[src/rtl/cn_sched.sv]
// -----------------------------------------------------------------------------
// cn_sched
//
// Schedules one shared degree-6 min-sum check-node (CN) unit across all NUM_CN
// check nodes of a QKD LDPC code. Each iteration runs a flooding schedule:
//   1. ISSUE: sweep over the check nodes. Read address k goes out on each
//      cycle that the message RAM is not stalled.
//   2. DRAIN: wait for the CN unit pipeline (fixed CN_LAT latency) to retire
//      its last result.
//   3. VWAIT: pulse vn_start, then wait for the variable-node phase to report
//      vn_done together with the syndrome flag syn_ok.
// Iterations repeat until the iteration limit is reached, or until parity is
// satisfied when early termination is compiled in.
//
// Optional feature macro: CN_SCHED_EARLY_TERM_EN
//   defined   : syn_ok=1 at vn_done ends decoding with converged=1.
//   undefined : decoding always runs exactly L iterations, and converged
//               takes the syn_ok value seen at the final vn_done.
//
// Ports:
//   clk, rst          clock (rising edge) and asynchronous active-high reset
//   start             begin decode; accepted only while idle
//   max_iter_cfg      iteration limit, sampled on start; 0 selects MAX_ITER
//   stall             message RAM not ready; holds back issue only
//   rd_en, rd_addr    read the inputs of check node rd_addr this cycle
//   wr_en, wr_addr    write the CN results of check node wr_addr this cycle
//   vn_start          one-cycle pulse that starts the variable-node phase
//   vn_done, syn_ok   end of the variable-node phase and its syndrome result
//   busy              high whenever the scheduler is not idle
//   done              one-cycle pulse when decoding completes
//   converged         result flag, valid from done until the next start
//   iter_count        completed iterations, valid with done
// -----------------------------------------------------------------------------
module cn_sched #(
  parameter int NUM_CN   = 64,
  parameter int ADDR_W   = 6,
  parameter int CN_LAT   = 2,
  parameter int ITER_W   = 5,
  parameter int MAX_ITER = 20
) (
  input  logic              clk,
  input  logic              rst,
  input  logic              start,
  input  logic [ITER_W-1:0] max_iter_cfg,
  input  logic              stall,
  output logic              rd_en,
  output logic [ADDR_W-1:0] rd_addr,
  output logic              wr_en,
  output logic [ADDR_W-1:0] wr_addr,
  output logic              vn_start,
  input  logic              vn_done,
  input  logic              syn_ok,
  output logic              busy,
  output logic              done,
  output logic              converged,
  output logic [ITER_W-1:0] iter_count
);

  typedef enum logic [2:0] {
    S_IDLE  = 3'd0,
    S_ISSUE = 3'd1,
    S_DRAIN = 3'd2,
    S_VWAIT = 3'd3,
    S_FIN   = 3'd4
  } state_e;

  localparam logic [ADDR_W-1:0] LAST_K = ADDR_W'(NUM_CN - 1);
  localparam logic [ITER_W-1:0] MAX_L  = ITER_W'(MAX_ITER);

  state_e              state_q, state_d;
  logic [ADDR_W-1:0]   k_q, k_d;
  logic [ITER_W-1:0]   limit_q, limit_d;
  logic [ITER_W-1:0]   iter_q, iter_d;
  logic                conv_q, conv_d;
  logic                vn_start_q, vn_start_d;
  logic                done_q, done_d;
  logic                busy_q, busy_d;

  // Latency pipeline: stage 0 is loaded by the issue slot; stage CN_LAT-1
  // is the tail that drives the write port.
  logic                pipe_vld_q  [CN_LAT];
  logic                pipe_vld_d  [CN_LAT];
  logic [ADDR_W-1:0]   pipe_addr_q [CN_LAT];
  logic [ADDR_W-1:0]   pipe_addr_d [CN_LAT];

  logic                issue;
  logic                drain_last;
  logic [ITER_W-1:0]   iter_inc;

  // Issue slot. This has to follow stall in the same cycle, so it is decoded
  // from registered state and is not registered itself.
  always_comb begin
    issue = (state_q == S_ISSUE) && !stall;
  end

  // Shift the pipeline every cycle, whatever stall is doing.
  always_comb begin
    pipe_vld_d[0]  = issue;
    pipe_addr_d[0] = k_q;
    for (int i = 1; i < CN_LAT; i++) begin
      pipe_vld_d[i]  = pipe_vld_q[i-1];
      pipe_addr_d[i] = pipe_addr_q[i-1];
    end
  end

  // Nothing is issued during DRAIN. When every stage ahead of the tail is
  // empty, the current cycle carries the last write (if any), so vn_start
  // may follow in the next cycle.
  always_comb begin
    drain_last = 1'b1;
    for (int i = 0; i < CN_LAT - 1; i++) begin
      drain_last = drain_last & ~pipe_vld_q[i];
    end
  end

  // Next-state and registered-output logic of the scheduler FSM.
  always_comb begin
    state_d    = state_q;
    k_d        = k_q;
    limit_d    = limit_q;
    iter_d     = iter_q;
    conv_d     = conv_q;
    vn_start_d = 1'b0;
    done_d     = 1'b0;
    iter_inc   = iter_q + ITER_W'(1);
    case (state_q)
      S_IDLE: begin
        if (start) begin
          limit_d = (max_iter_cfg == {ITER_W{1'b0}}) ? MAX_L : max_iter_cfg;
          iter_d  = {ITER_W{1'b0}};
          conv_d  = 1'b0;
          k_d     = {ADDR_W{1'b0}};
          state_d = S_ISSUE;
        end else begin
          state_d = S_IDLE;
        end
      end
      S_ISSUE: begin
        if (!stall) begin
          if (k_q == LAST_K) begin
            // Wrap now so the next sweep starts from check node 0.
            k_d     = {ADDR_W{1'b0}};
            state_d = S_DRAIN;
          end else begin
            k_d = k_q + ADDR_W'(1);
          end
        end else begin
          k_d = k_q;
        end
      end
      S_DRAIN: begin
        if (drain_last) begin
          vn_start_d = 1'b1;
          state_d    = S_VWAIT;
        end else begin
          state_d = S_DRAIN;
        end
      end
      S_VWAIT: begin
        if (vn_done) begin
          iter_d = iter_inc;
`ifdef CN_SCHED_EARLY_TERM_EN
          if (syn_ok) begin
            conv_d  = 1'b1;
            done_d  = 1'b1;
            state_d = S_FIN;
          end else if (iter_inc == limit_q) begin
            conv_d  = 1'b0;
            done_d  = 1'b1;
            state_d = S_FIN;
          end else begin
            state_d = S_ISSUE;
          end
`else
          if (iter_inc == limit_q) begin
            conv_d  = syn_ok;
            done_d  = 1'b1;
            state_d = S_FIN;
          end else begin
            state_d = S_ISSUE;
          end
`endif
        end else begin
          state_d = S_VWAIT;
        end
      end
      S_FIN: begin
        state_d = S_IDLE;
      end
      default: begin
        state_d = S_IDLE;
      end
    endcase
    busy_d = (state_d != S_IDLE);
  end

  // State, counters and registered outputs.
  always_ff @(posedge clk or posedge rst) begin
    if (rst) begin
      state_q    <= S_IDLE;
      k_q        <= {ADDR_W{1'b0}};
      limit_q    <= {ITER_W{1'b0}};
      iter_q     <= {ITER_W{1'b0}};
      conv_q     <= 1'b0;
      vn_start_q <= 1'b0;
      done_q     <= 1'b0;
      busy_q     <= 1'b0;
    end else begin
      state_q    <= state_d;
      k_q        <= k_d;
      limit_q    <= limit_d;
      iter_q     <= iter_d;
      conv_q     <= conv_d;
      vn_start_q <= vn_start_d;
      done_q     <= done_d;
      busy_q     <= busy_d;
    end
  end

  // Latency pipeline registers. Reset discards any writes still in flight.
  always_ff @(posedge clk or posedge rst) begin
    if (rst) begin
      for (int i = 0; i < CN_LAT; i++) begin
        pipe_vld_q[i]  <= 1'b0;
        pipe_addr_q[i] <= {ADDR_W{1'b0}};
      end
    end else begin
      for (int i = 0; i < CN_LAT; i++) begin
        pipe_vld_q[i]  <= pipe_vld_d[i];
        pipe_addr_q[i] <= pipe_addr_d[i];
      end
    end
  end

  assign rd_en      = issue;
  assign rd_addr    = k_q;
  assign wr_en      = pipe_vld_q[CN_LAT-1];
  assign wr_addr    = pipe_addr_q[CN_LAT-1];
  assign vn_start   = vn_start_q;
  assign busy       = busy_q;
  assign done       = done_q;
  assign converged  = conv_q;
  assign iter_count = iter_q;

endmodule

[config.mk]
export PLATFORM = sky130hd
export DESIGN_NAME = cn_sched
export DESIGN_NICKNAME = d
export VERILOG_FILES = /design/src/rtl/cn_sched.sv
export SDC_FILE = /design/constraint.sdc
export NUM_CORES = 1
export LEC_CHECK = 0
export ABC_CLOCK_PERIOD_IN_PS = 1800
export CAP_MARGIN = 0
export CORE_ASPECT_RATIO = 0.75
export CORE_UTILIZATION = 50
export DETAILED_ROUTE_END_ITERATION = 7
export GPL_TIMING_DRIVEN = 0
export PLACE_DENSITY = 0.85
export SLEW_MARGIN = 20
export SYNTH_ARGS = -nofsm -noshare
export SYNTH_HDL_FRONTEND = slang
export SYNTH_SLANG_ARGS = --single-unit
[constraint.sdc]
create_clock -name clk -period 1.8 [get_ports clk]
set_input_delay 0.36 -clock clk [delete_from_list [all_inputs] [get_ports clk]]
set_output_delay 0.36 -clock clk [all_outputs]
set_load 0.02 [all_outputs]
Word level (Yosys, flattened, before mapping) --
Index checks and enable logic that the tools add are counted.
Storage, ports and cells: register bits after elaboration 37, word-level logic and storage cells 58, input bits 11
Cells by class: muxes and demuxes 24, reductions and logical operators 11, equality and inequality tests 9, add/subtract/negate cells 2
Operators by type and width (count):
- $mux W6 | 3
- $mux W5 | 3
- $mux W3 | 4
- $pmux W3 S4 | 1
- $pmux W6 S2 | 1
- $mux W1 | 10
- $pmux W5 S2 | 1
- $ne A2 B2 Y1 const B | 4
- $add A6 B1 Y6 const B | 1
- $eq A3 B2 Y1 const B | 2
- $eq A6 B6 Y1 const B | 1
- $reduce_and A3 Y1 | 2
- $add A5 B1 Y5 const B | 1
- $eq A5 B5 Y1 | 1
- $logic_not A5 Y1 | 1
- $reduce_and A4 Y1 | 1
- $reduce_bool A2 Y1 | 2
- $eq A3 B1 Y1 const B | 1
- $logic_not A3 Y1 | 1
- $reduce_bool A3 Y1 | 1
- $pmux W1 S2 | 1
- $reduce_and A2 Y1 | 1
- $logic_and A1 B1 Y1 | 1
- $logic_not A1 Y1 | 1

Logic depth before layout (Yosys ltp) --
word-level depth 6, gate-level depth with buffers 7, mapped depth without buffers 6

Worst setup path before layout --
No wires, ideal clock.
path kind reg2reg, start reg iter_q[0], in the netlist iter_count[0], end reg conv_q, in the netlist converged, cell stages (with the launch flop) 7, data required time 1674 ps, arrival 1703 ps, slack -28 ps, setup time 126 ps, path buffers 0, cells stage by stage dfrtp_1 ha_1 nor3b_1 o21a_1 o311ai_1 nor2_1 mux2i_1
Between the ends: longest elaborated chain between the ends 4
RTL lines:
- start: declaration | RTL line 73 | logic [ITER_W-1:0] iter_q, iter_d;
- start signal: assignment | RTL line 203 | iter_q <= {ITER_W{1'b0}};
- start signal: assignment | RTL line 212 | iter_q <= iter_d;
- $add A5 B1 Y5 | RTL line 125 | iter_inc = iter_q + ITER_W'(1);
- $eq A5 B5 Y1 | RTL line 175 | if (iter_inc == limit_q) begin
- $ne A2 B2 Y1 (no source line)
- $reduce_and A4 Y1 (no source line)
- end signal: assignment | RTL line 213 | conv_q <= conv_d;
- end: declaration | RTL line 74 | logic conv_q, conv_d;
Every way passes these cells. A chain may end at the register's enable or synchronous reset.

Worst setup path after layout --
start reg iter_q[4], in the netlist iter_count[4], end out iter_count[4]
RTL lines:
- end: declaration | RTL line 56 | output logic [ITER_W-1:0] iter_count
No word-level cell between the ends.

==> flow_summary_export.csv <==
group,metric,value,unit
worst_hold_path,hold_depth,0,
timing,relSlewSlack,0.5076,
yosys,syn_area_per_cell,10.89,µm²
placed_design,io_buffers,33,
pwr,seq_power_share,0.434,
placed_design,placed_area,1986,µm²
clock_network,cts_buffers,5,
worst_setup_path,cp.required,1.44,ns
drt,initialDrtViolationCount,68,
worst_setup_path,crit_type,"register to primary output",
layout,instances_no_fill,235,
clock_network,clkTransAtPathRegs,0.08,ns
timing,fmax,0.5723,GHz
timing,tightestPinTransition,0.7375,ns
timing,skew,0.008460,ns
grt,antenna_found_initial,0,
pwr,p_per_area,1122,nW/µm²
pwr,p_int,0.001774,W
timing,setup_viol,0,
drt,ant_nets,0,
floorplanning,die_area,3433,µm²
yosys,synthTopCellsByArea,"dfrtp_1 58%, o21ai_0 3.4%, nor2_1 3.0%, buf_4 2.8%, nand2_1 2.3%",
yosys,synth_top_area_cell,"dfrtp_1",
yosys,synth_cell_types,38,
yosys,synth-async-reset-ratio,1.000,
worst_setup_path,worst-r2r-setup-slack,0.08,ns
pwr,p_clk_frac,0.298,
worst_setup_path,cp_top_family,"buffers and inverters",
timing,drv_slew,0,
yosys,synth_flop_cell,"dfrtp_1",
floorplanning,die_height,51.00,µm
layout,area_delta_synth_final,39.33,%
layout,diodes,0,
worst_hold_path,min_from,"pipe_addr_d[3]$_DFF_PP0_",
grt,gr-total-overflow,0,
drt,wl,3.566,mm
worst_setup_path,critPathSlowestCell,"clkdlybuf4s50_1",
worst_setup_path,worstPathArrival,1.39,ns
yosys,yosys_warnings,0,
pwr,p_leak,0.9789,nW
drt,wire_per_inst,15.17,µm
placed_design,place_congestion,0.8678,
clock_network,clk_latency,0.29,ns
worst_hold_path,hold_path.class,"register to register",
worst_setup_path,cp_cell_sequence,"clkdlybuf4s50_1",
yosys,synthCells,147,
floorplanning,std_cell_rows,17,
worst_setup_path,ff2ff_path_depth,6,
yosys,yosysSeqAreaShare,0.5786,
layout,post_route_cells_drive_above_1_share,0.2437,
grt,first_global_vias,1283,
outcome,status,"completed",
drt,drc,0,
pwr,combPwrFrac,0.268,
floorplanning,start_util,0.5336,
layout,fin_util,0.7434,
worst_setup_path,r2r-end,"converged$_DFFE_PP0P_",
grt,track_usage,0.2387,
grt,grt_max_degree,38,
pwr,power,0.002501,W
timing,finalCritPeriodShare,0.9708,
drt,vias,1305,
worst_hold_path,hold_end,"wr_addr[3]$_DFF_PP0_",
worst_setup_path,worstSetupStartpointType,"register",
yosys,ys_ff_latch,37,
clock_network,ctsHoldBuffers,0,
layout,design_area,2230,µm²
placed_design,place_inst,218,
worst_setup_path,rr_startpoint,"iter_count[0]$_DFFE_PP0P_",
pwr,swShare,0.2907,
layout,n_fill_cell,177,
run,cap_viol_max_count,0,
yosys,yosysTopAreaCellShare,0.5786,
clock_network,cts-htree-levels,2,
clock_network,tritoncts,"done",
clock_network,cts-root-buf,"clkbuf_8",
placed_design,dpl.hpwl,2.295,mm
floorplanning,ioPinCount,34,
timing,hold_viol_final,0,
drt,via_per_inst,5.553,
floorplanning,die-width,67.33,µm
yosys,synthesis.nets,160,
worst_setup_path,crit_buf_inv,1,
clock_network,cts_buffer_depth,2,
timing,min_period,1.747,ns
clock_network,clkSinkCount,37,
pwr,ir_worst_vdd,1.065,mV
worst_setup_path,endpoint_kind,"primary output",
pwr,p_switching,0.0007270,W
yosys,synth_edf_count,0,
worst_setup_path,cp_max_fo,4,
layout,nets,209,
drt,drt-pass1-iter-count,4,
yosys,synth_area,1600,µm²
grt,grt_pass1_wl,5.802,mm
floorplanning,core,2999,µm²
worst_setup_path,crit_path_max_incr_delay,0.64,ns
metal layers:
metal	GRT usage	share of wire	vias up	wire length, µm
met3	0.06696	0.066	14	234
met4	0.1418	0.034	0	121
met2	0.3550	0.48	63	1695
li1	-	-	607	-
met5	0	0	-	0
met1	0.3096	0.42	621	1514
synth_stat cells, types with 4 or more instances:
| cell | count |
|---|---|
| inv_1 | 5 |
| o21ai_1 | 4 |
| buf_4 | 6 |
| nor2_1 | 13 |
| nand3_1 | 6 |
| a21oi_1 | 5 |
| nand2_1 | 10 |
| o21ai_0 | 11 |
| dfrtp_1 | 37 |
| nor2b_1 | 5 |
| nor3_1 | 5 |
power by group through the flow:
stage,combinational (W),clock [W],sequential [W]
after detailed placement,0.000608,0,0.00112
after global routing,0.000721,0.000788,0.00110
after CTS,0.000659,0.000748,0.00109
after global placement,0.000589,0,0.00110
after floorplan,0.000282,0,0.00115
final,0.000669,0.000746,0.00109
cell usage in the layout (no fill, tap or decap), types with 3 or more instances in the layout:
cell type        synthesis  routed
xor2_1                   3       3
a21oi_1                  5       5
nor2_1                  13      11
nor2b_1                  5       5
dlygate4sd2_1            0       3
dfrtp_1                 37      32
nand2_1                 10      10
nor3_1                   5       4
clkbuf_8                 0       6
o21ai_0                 11      10
inv_1                    5       4
clkdlybuf4s50_1          0      27
mux2_2                   3       3
xnor2_1                  3       3
dfrtp_2                  0       5
buf_4                    6      18
nand3_1                  6       6
nand2b_1                 3       3
o21ai_1                  4       5
sequential cells by signal, indices dropped and copies added (netlist names):
register and count:
limit_q 5, busy 1, pipe_vld_d 1, rd_addr 6
converged 1, pipe_addr_d 6, wr_en 1, state_q 3
vn_start 1, wr_addr 6, done 1, iter_count 5
cell families (layout without fill, tap and decap cells):
logic type,Yosys count,count (layout),share of synthesized area
adder cells (fa/ha/maj),2,2,0.01563
multiplexers,4,4,0.02736
XOR/XNOR,6,6,0.03284
flip-flops,37,37,0.5786
AND/OR/NAND/NOR,52,52,0.1681
AO/OA/AOI/OAI,30,30,0.1149
buffers and inverters,16,66,0.06255
what timing repair did:
item,in CTS,in global routing
pin swaps,4,2
endpoints found under the setup margin,9,11
resized for setup,19,11
endpoints found under the hold margin,0,0
setup buffers,10,1
stage by stage:
step / TNS (ns) / setup WS [ns] / hold slack, ns
6_report: 0 / 0.05264 / 0.3511
2_1_floorplan: 0 / 0.02171 / 0.3312
3_5_place_dp: -1.415 / -0.3757 / 0.3347
3_3_place_gp: -5.200 / -0.3453 / 0.3330
4_1_cts: -0.02104 / -0.02104 / 0.3510
5_1_grt: -0.04800 / -0.04800 / 0.3650
how the worst max path moves through the flow:
stage	from	to	cells after the start
final	iter_count[4]$_DFFE_PP0P_	iter_count[4]	1
after global routing	iter_count[2]$_DFFE_PP0P_	converged$_DFFE_PP0P_	5
after CTS	state_q[0]$_DFF_PP0_	rd_en	5
after detailed placement	state_q[1]$_DFF_PP0_	rd_en	5
after global placement	state_q[1]$_DFF_PP0_	rd_en	5
after floorplan	iter_count[0]$_DFFE_PP0P_	converged$_DFFE_PP0P_	6
cell type report:
cell class	count	area (µm²)	share of cell area
sequential	37	932.1	0.4181
multi-input combinational	94	626.9	0.2811
buffer	9	68.82	0.03086
tap	38	47.55	0.02132
timing repair buffer	44	415.4	0.1863
clock inverter	2	37.54	0.01684
clock buffer	6	82.58	0.03704
inverter	5	18.77	0.008418
Power figures use the tool's default switching activity.
